**src/rtl/voice_pkg.sv**
```systemverilog
// rtl/voice_pkg.sv - shared types and helpers for the voice frame mixer
// Contents:
//   state_t  : mixer sequencing states (IDLE, REQ, MIX, DONE)
//   ch_width : channel-index width, never less than one bit
package voice_pkg;

    typedef enum logic [1:0] {
        IDLE = 2'd0,
        REQ  = 2'd1,
        MIX  = 2'd2,
        DONE = 2'd3
    } state_t;

    function automatic int ch_width(input int n);
        return (n > 1) ? $clog2(n) : 1;
    endfunction

endpackage

```
**src/rtl/sync_edge_det.sv**
```systemverilog
// rtl/sync_edge_det.sv - multi-flop synchroniser with rising-edge pulse
// Ports:
//   clk, reset : system clock, asynchronous active-high reset
//   async_in   : signal from a foreign clock domain
//   level      : synchronised copy of async_in
//   rise       : one-cycle pulse on a synchronised 0->1 transition
module sync_edge_det #(
    parameter int STAGES = 2
) (
    input  logic clk,
    input  logic reset,
    input  logic async_in,
    output logic level,
    output logic rise
);

    logic [STAGES-1:0] sync_q;
    logic              prev_q;

    always_ff @(posedge clk or posedge reset) begin
        if (reset) begin
            sync_q <= '0;
            prev_q <= 1'b0;
        end else begin
            sync_q <= {sync_q[STAGES-2:0], async_in};
            prev_q <= sync_q[STAGES-1];
        end
    end

    assign level = sync_q[STAGES-1];
    assign rise  = sync_q[STAGES-1] & ~prev_q;

endmodule

```
**src/rtl/voice_frame_mixer.sv**
```systemverilog
// rtl/voice_frame_mixer.sv - multi-channel frame mixer with effect crossfade
// Ports:
//   clk, reset            : system clock, asynchronous active-high reset
//   new_frame, change_en  : asynchronous frame strobe and effect-enable level
//   rec_data              : recorded samples, channel c at [c*WIDTH +: WIDTH]
//   fx_req/fx_ch/fx_sample_in, fx_ack/fx_sample_out : effect unit handshake
//   play_data, play_valid : mixed frame and its one-cycle update pulse
//   xfade_level           : crossfade position k, 0..2^XFADE_LOG2
//   overrun, fx_err       : sticky dropped-frame and effect-timeout flags
module voice_frame_mixer
    import voice_pkg::*;
#(
    parameter int CHANNELS   = 2,
    parameter int WIDTH      = 24,
    parameter int PROC_WIDTH = 16,
    parameter int XFADE_LOG2 = 6,
    parameter int FX_TIMEOUT = 64
) (
    input  logic                              clk,
    input  logic                              reset,
    input  logic                              new_frame,
    input  logic                              change_en,
    input  logic [CHANNELS*WIDTH-1:0]         rec_data,
    output logic                              fx_req,
    output logic [ch_width(CHANNELS)-1:0]     fx_ch,
    output logic [PROC_WIDTH-1:0]             fx_sample_in,
    input  logic                              fx_ack,
    input  logic [PROC_WIDTH-1:0]             fx_sample_out,
    output logic [CHANNELS*WIDTH-1:0]         play_data,
    output logic                              play_valid,
    output logic [XFADE_LOG2:0]               xfade_level,
    output logic                              overrun,
    output logic                              fx_err
);

    localparam int CW = ch_width(CHANNELS);
    localparam int KW = XFADE_LOG2 + 1;
    localparam int N  = 1 << XFADE_LOG2;
    localparam int IW = PROC_WIDTH + XFADE_LOG2 + 2;
    localparam int TW = $clog2(FX_TIMEOUT + 1);
    localparam logic [CW-1:0] LAST_CH = CW'(CHANNELS - 1);

    state_t                       state, state_nxt;
    logic                         frame_edge, chg_lvl, unused_chg_rise;
    logic [KW-1:0]                k;
    logic [CW-1:0]                ch;
    logic [TW-1:0]                wait_cnt;
    logic signed [PROC_WIDTH-1:0] dry [CHANNELS];
    logic signed [PROC_WIDTH-1:0] out [CHANNELS];
    logic signed [PROC_WIDTH-1:0] wet, cur_dry, mix_val;
    logic signed [IW-1:0]         wet_ext, dry_ext, k_ext, nk_ext, mix_sum;
    logic                         k_zero, timeout;
    logic                         unused_rec;

    // Only the sample MSBs are processed.
    assign unused_rec = ^rec_data;

    sync_edge_det #(.STAGES(2)) u_frame_sync (
        .clk      (clk),
        .reset    (reset),
        .async_in (new_frame),
        .level    (),
        .rise     (frame_edge)
    );

    sync_edge_det #(.STAGES(2)) u_change_sync (
        .clk      (clk),
        .reset    (reset),
        .async_in (change_en),
        .level    (chg_lvl),
        .rise     (unused_chg_rise)
    );

    assign cur_dry = dry[ch];
    assign k_zero  = (k == '0);
    // Counter reaches FX_TIMEOUT-1 on the last permitted cycle of fx_req.
    assign timeout = (wait_cnt == TW'(FX_TIMEOUT - 1));

    // Linear crossfade; the intermediate cannot overflow, so the arithmetic
    // shift alone yields a floor-rounded result that fits in PROC_WIDTH.
    assign wet_ext = {{(IW-PROC_WIDTH){wet[PROC_WIDTH-1]}}, wet};
    assign dry_ext = {{(IW-PROC_WIDTH){cur_dry[PROC_WIDTH-1]}}, cur_dry};
    assign k_ext   = {{(IW-KW){1'b0}}, k};
    assign nk_ext  = IW'(N) - k_ext;
    assign mix_sum = wet_ext * k_ext + dry_ext * nk_ext;
    assign mix_val = PROC_WIDTH'(mix_sum >>> XFADE_LOG2);

    always_ff @(posedge clk or posedge reset) begin
        if (reset) state <= IDLE;
        else       state <= state_nxt;
    end

    always_comb begin
        state_nxt = state;
        case (state)
            IDLE: if (frame_edge) state_nxt = REQ;
            REQ:  if (k_zero || fx_ack || timeout) state_nxt = MIX;
            MIX:  state_nxt = (ch == LAST_CH) ? DONE : REQ;
            DONE: state_nxt = IDLE;
            default: state_nxt = IDLE;
        endcase
    end

    always_comb begin
        fx_req       = (state == REQ) && !k_zero;
        fx_ch        = ch;
        fx_sample_in = cur_dry;
        xfade_level  = k;
    end

    always_ff @(posedge clk or posedge reset) begin
        if (reset) begin
            k          <= '0;
            ch         <= '0;
            wait_cnt   <= '0;
            wet        <= '0;
            play_data  <= '0;
            play_valid <= 1'b0;
            overrun    <= 1'b0;
            fx_err     <= 1'b0;
            for (int c = 0; c < CHANNELS; c++) begin
                dry[c] <= '0;
                out[c] <= '0;
            end
        end else begin
            // Registered so the pulse coincides with the new play_data.
            play_valid <= (state == DONE);
            if (frame_edge && state != IDLE) overrun <= 1'b1;
            case (state)
                IDLE: if (frame_edge) begin
                    for (int c = 0; c < CHANNELS; c++)
                        dry[c] <= rec_data[c*WIDTH+WIDTH-1 -: PROC_WIDTH];
                    if (chg_lvl && k < KW'(N))    k <= k + 1'b1;
                    else if (!chg_lvl && !k_zero) k <= k - 1'b1;
                    ch       <= '0;
                    wait_cnt <= '0;
                end
                REQ: begin
                    if (k_zero) begin
                        wet <= cur_dry;
                    end else if (fx_ack) begin
                        wet <= fx_sample_out;
                    end else if (timeout) begin
                        wet    <= cur_dry;
                        fx_err <= 1'b1;
                    end else begin
                        wait_cnt <= wait_cnt + 1'b1;
                    end
                end
                MIX: begin
                    out[ch]  <= mix_val;
                    wait_cnt <= '0;
                    if (ch != LAST_CH) ch <= ch + 1'b1;
                end
                DONE: begin
                    for (int c = 0; c < CHANNELS; c++)
                        play_data[c*WIDTH +: WIDTH] <=
                            {out[c], {(WIDTH-PROC_WIDTH){1'b0}}};
                end
                default: ;
            endcase
        end
    end

endmodule

```
**config.mk**
```make
export PLATFORM = sky130hd
export DESIGN_NAME = voice_frame_mixer
export DESIGN_NICKNAME = d
export VERILOG_FILES = /design/src/rtl/voice_pkg.sv /design/src/rtl/sync_edge_det.sv /design/src/rtl/voice_frame_mixer.sv
export SDC_FILE = /design/constraint.sdc
export NUM_CORES = 1
export LEC_CHECK = 0
export BUFFER_PORTS_ARGS = -buffer_cell sky130_fd_sc_hd__buf_2
export CAP_MARGIN = 20
export CORE_AREA = 8 8 138 191
export CTS_BUF_LIST = sky130_fd_sc_hd__clkbuf_2 sky130_fd_sc_hd__clkbuf_4 sky130_fd_sc_hd__clkbuf_8
export CTS_CLUSTER_SIZE = 24
export DETAILED_ROUTE_END_ITERATION = 16
export DIE_AREA = 0 0 146 199
export PLACE_DENSITY_LB_ADDON = 0.05
export SETUP_SLACK_MARGIN = 0.15
export SLEW_MARGIN = 10
export SYNTH_ARGS = -nofsm -noshare
export SYNTH_HDL_FRONTEND = slang
export SYNTH_SLANG_ARGS = --single-unit
```
**constraint.sdc**
```tcl
create_clock -name clk -period 11.7 [get_ports clk]
set_input_delay 1.17 -clock clk [delete_from_list [all_inputs] [get_ports clk]]
set_output_delay 1.17 -clock clk [all_outputs]
set_load 0.03 [all_outputs]
```
==> impl_metrics.env <==
export IMPL_numCtsBuffers=17
export IMPL_diodes=0
export IMPL_multi_input_area_sq_um=9125
export IMPL_worstPathRequired_ps=12090
export IMPL_final_nets=1881
export IMPL_cp_end_kind="flip-flop"
export IMPL_wl_per_cell_microns=16.51
export IMPL_cts_max_path_buffers=2
export IMPL_via_count=9539
export IMPL_cts_htree_levels=4
export IMPL_cts_tree="yes"
export IMPL_fmax_ghz=0.1206
export IMPL_grt_max_degree=73
export IMPL_die_h_microns=199
export IMPL_cp_start_kind="flip-flop"
export IMPL_cts_setup_buffers=0
export IMPL_synthArstFlopShare=1.000
export IMPL_die_w_microns=146
export IMPL_final_layout_size_suffix_gt1_frac=0.1634
export IMPL_final_common_cell="inv_1"
export IMPL_finalCritPeriodShare=0.7086
export IMPL_dp_cells=1812
export IMPL_hp_class="reg2reg"
export IMPL_gr_total_overflow=0
export IMPL_relSlewSlack=0.3091
export IMPL_track_usage=0.2252
export IMPL_ys_seq_area_frac=0.2470
export IMPL_synth_seq_cells=137
export IMPL_tightest_slew_ps=1029
export IMPL_clk_pin_slew_ps=90
export IMPL_drtIter0Drc=376
export IMPL_cts_hold_buf=0
export IMPL_skew_ps=21.77
export IMPL_area_growth_pct=9.429
export IMPL_synth_largest_area_cell="fa_1"
export IMPL_crit_type="reg2reg"
export IMPL_syn_cell_area_sq_um=13880
export IMPL_cts_sinks=137
export IMPL_ys_top_cells_by_area="fa_1, dfrtp_1, inv_1"
export IMPL_finalMaxSlewViolations=0
export IMPL_syn_inst=1415
export IMPL_cp_max_fo=24
export IMPL_row_count=67
export IMPL_yosysWarnings=0
export IMPL_initial_core_util=0.5872
export IMPL_drtAntennaViolNets=0
export IMPL_grt_pass1_vias=10434
export IMPL_drc=0
export IMPL_synth_lib_cells_used_distinct=55
export IMPL_core_sq_um=23640
export IMPL_viasPerCell=5.167
export IMPL_cap_violations=0
export IMPL_fin_setup_tns_ps=0
export IMPL_final_core_util=0.6425
export IMPL_most_common_layout_cells="inv_1, fa_1, nand2_1"
export IMPL_outcome="finished, final reports clean"
export IMPL_dieArea_sq_um=29050
export IMPL_cp_arrival_ps=8680
export IMPL_synth_top_cell_area_share=0.3029
export IMPL_final_cells=1846
export IMPL_root_buffer="clkbuf_8"
export IMPL_final_setup_viol_count=0
export IMPL_rsz0062_at_grt="false"
export IMPL_layout_area_seq_sq_um=3428
export IMPL_final_hold_viol_count=0
export IMPL_synth_area_per_cell_sq_um=9.810
export IMPL_drt_first_pass_iters=5
export IMPL_clk_latency_ps=470
export IMPL_synth_ff_type="dfrtp_1"
export IMPL_grt_first_pass_wirelength_microns=51650
export IMPL_ctsResizeCount=0
export IMPL_hpwl_microns=24770
export IMPL_synth_edf_count=0
export IMPL_ioPinCount=145
export IMPL_antenna_found_initial=0
export IMPL_place_congestion=0.8825
export IMPL_num_fill_cells=2038
export IMPL_post_route_min_period_ps=8290
export IMPL_portBuffers=112
export IMPL_routed_wl_microns=30480
-- cell usage after synthesis (all sizes together), types with 16 or more instances --
cell	n
ha	79
mux2i	18
xnor2	30
fa	210
a21oi	16
clkbuf	28
dfrtp	137
o21ai	74
buf	31
inv	295
nor2	84
nand2	186
and2	72
mux2	68
-- worst paths after layout --
check	from	end	slack, ps	cells after the start
hold reg to reg	u_frame_sync.sync_q[0]	u_frame_sync.sync_q[1]	350	0
max in group asynchronous	reset	xfade_level[6]	9610	3
setup / recovery	xfade_level[0]	out[15]	3410	25
setup reg to reg	xfade_level[0]	out[15]	3410	25
hold / removal	u_frame_sync.sync_q[0]	u_frame_sync.sync_q[1]	350	0
min in group asynchronous	reset	play_valid	750	2
-- flip-flops by register name (all words and copies together), names as in the netlist, 2 cells and up --
signal                count
xfade_level               7
dry                      32
wait_cnt                  7
state                     2
u_change_sync.sync_q      2
out                      32
u_frame_sync.sync_q       2
play_data                32
wet                      16
-- stage by stage --
stage	instance area, sq um	setup slack, ps	hold WS [ps]
after floorplan	13940	4334	331.2
after global placement	14760	3418	333.6
after detailed placement	14760	3432	338.9
after CTS	15160	3365	358.3
after global routing	15190	3019	364.2
final	15190	3410	354.1
-- logic make-up after synthesis --
family,count (synthesis),share of synthesized area
buffers and inverters,354,0.1016
other,1,0.0002702
AO/OA/AOI/OAI,116,0.04814
AND/OR/NAND/NOR,384,0.1256
adder cells (fa/ha/maj),289,0.3741
flip-flops,137,0.2470
XOR/XNOR,48,0.03524
multiplexers,86,0.06814
-- routing by layer --
metal,global-route usage,wire [microns],vias up
met5,0,0,-
met4,0.07960,864,0
met3,0.05463,1983,47
met2,0.3944,14930,272
met1,0.2668,12690,4736
li1,-,-,4484
-- worst max-delay path, cell delays in order (launching register included) --
cell and delay (ps):
dfrtp_1 370, buf_4 230, inv_1 430, ha_1 310, or3b_4 420, or3_1 510
xor2_2 520, nor2_1 140, fa_1 550, inv_1 60, fa_1 450, fa_1 490
inv_1 50, fa_1 450, fa_1 490, inv_1 50, fa_1 470, inv_1 40
ha_1 350, nand4_1 180, a21oi_1 110, nor4_1 540, a211oi_1 190, nor3_1 310
xnor3_1 330, o21ai_2 130
-- cell type report --
cell class              instances  area share
clock buffers                  18     0.01590
clock inverters                14     0.01063
inverters                     295     0.07323
multi-input cells             939      0.6007
flip-flops and latches        137      0.2257
well taps                     310     0.02554
repair buffers                133     0.04827
Power is not shown: default switching activity piles up to over one toggle a cycle in this logic, so the estimate is an artifact.
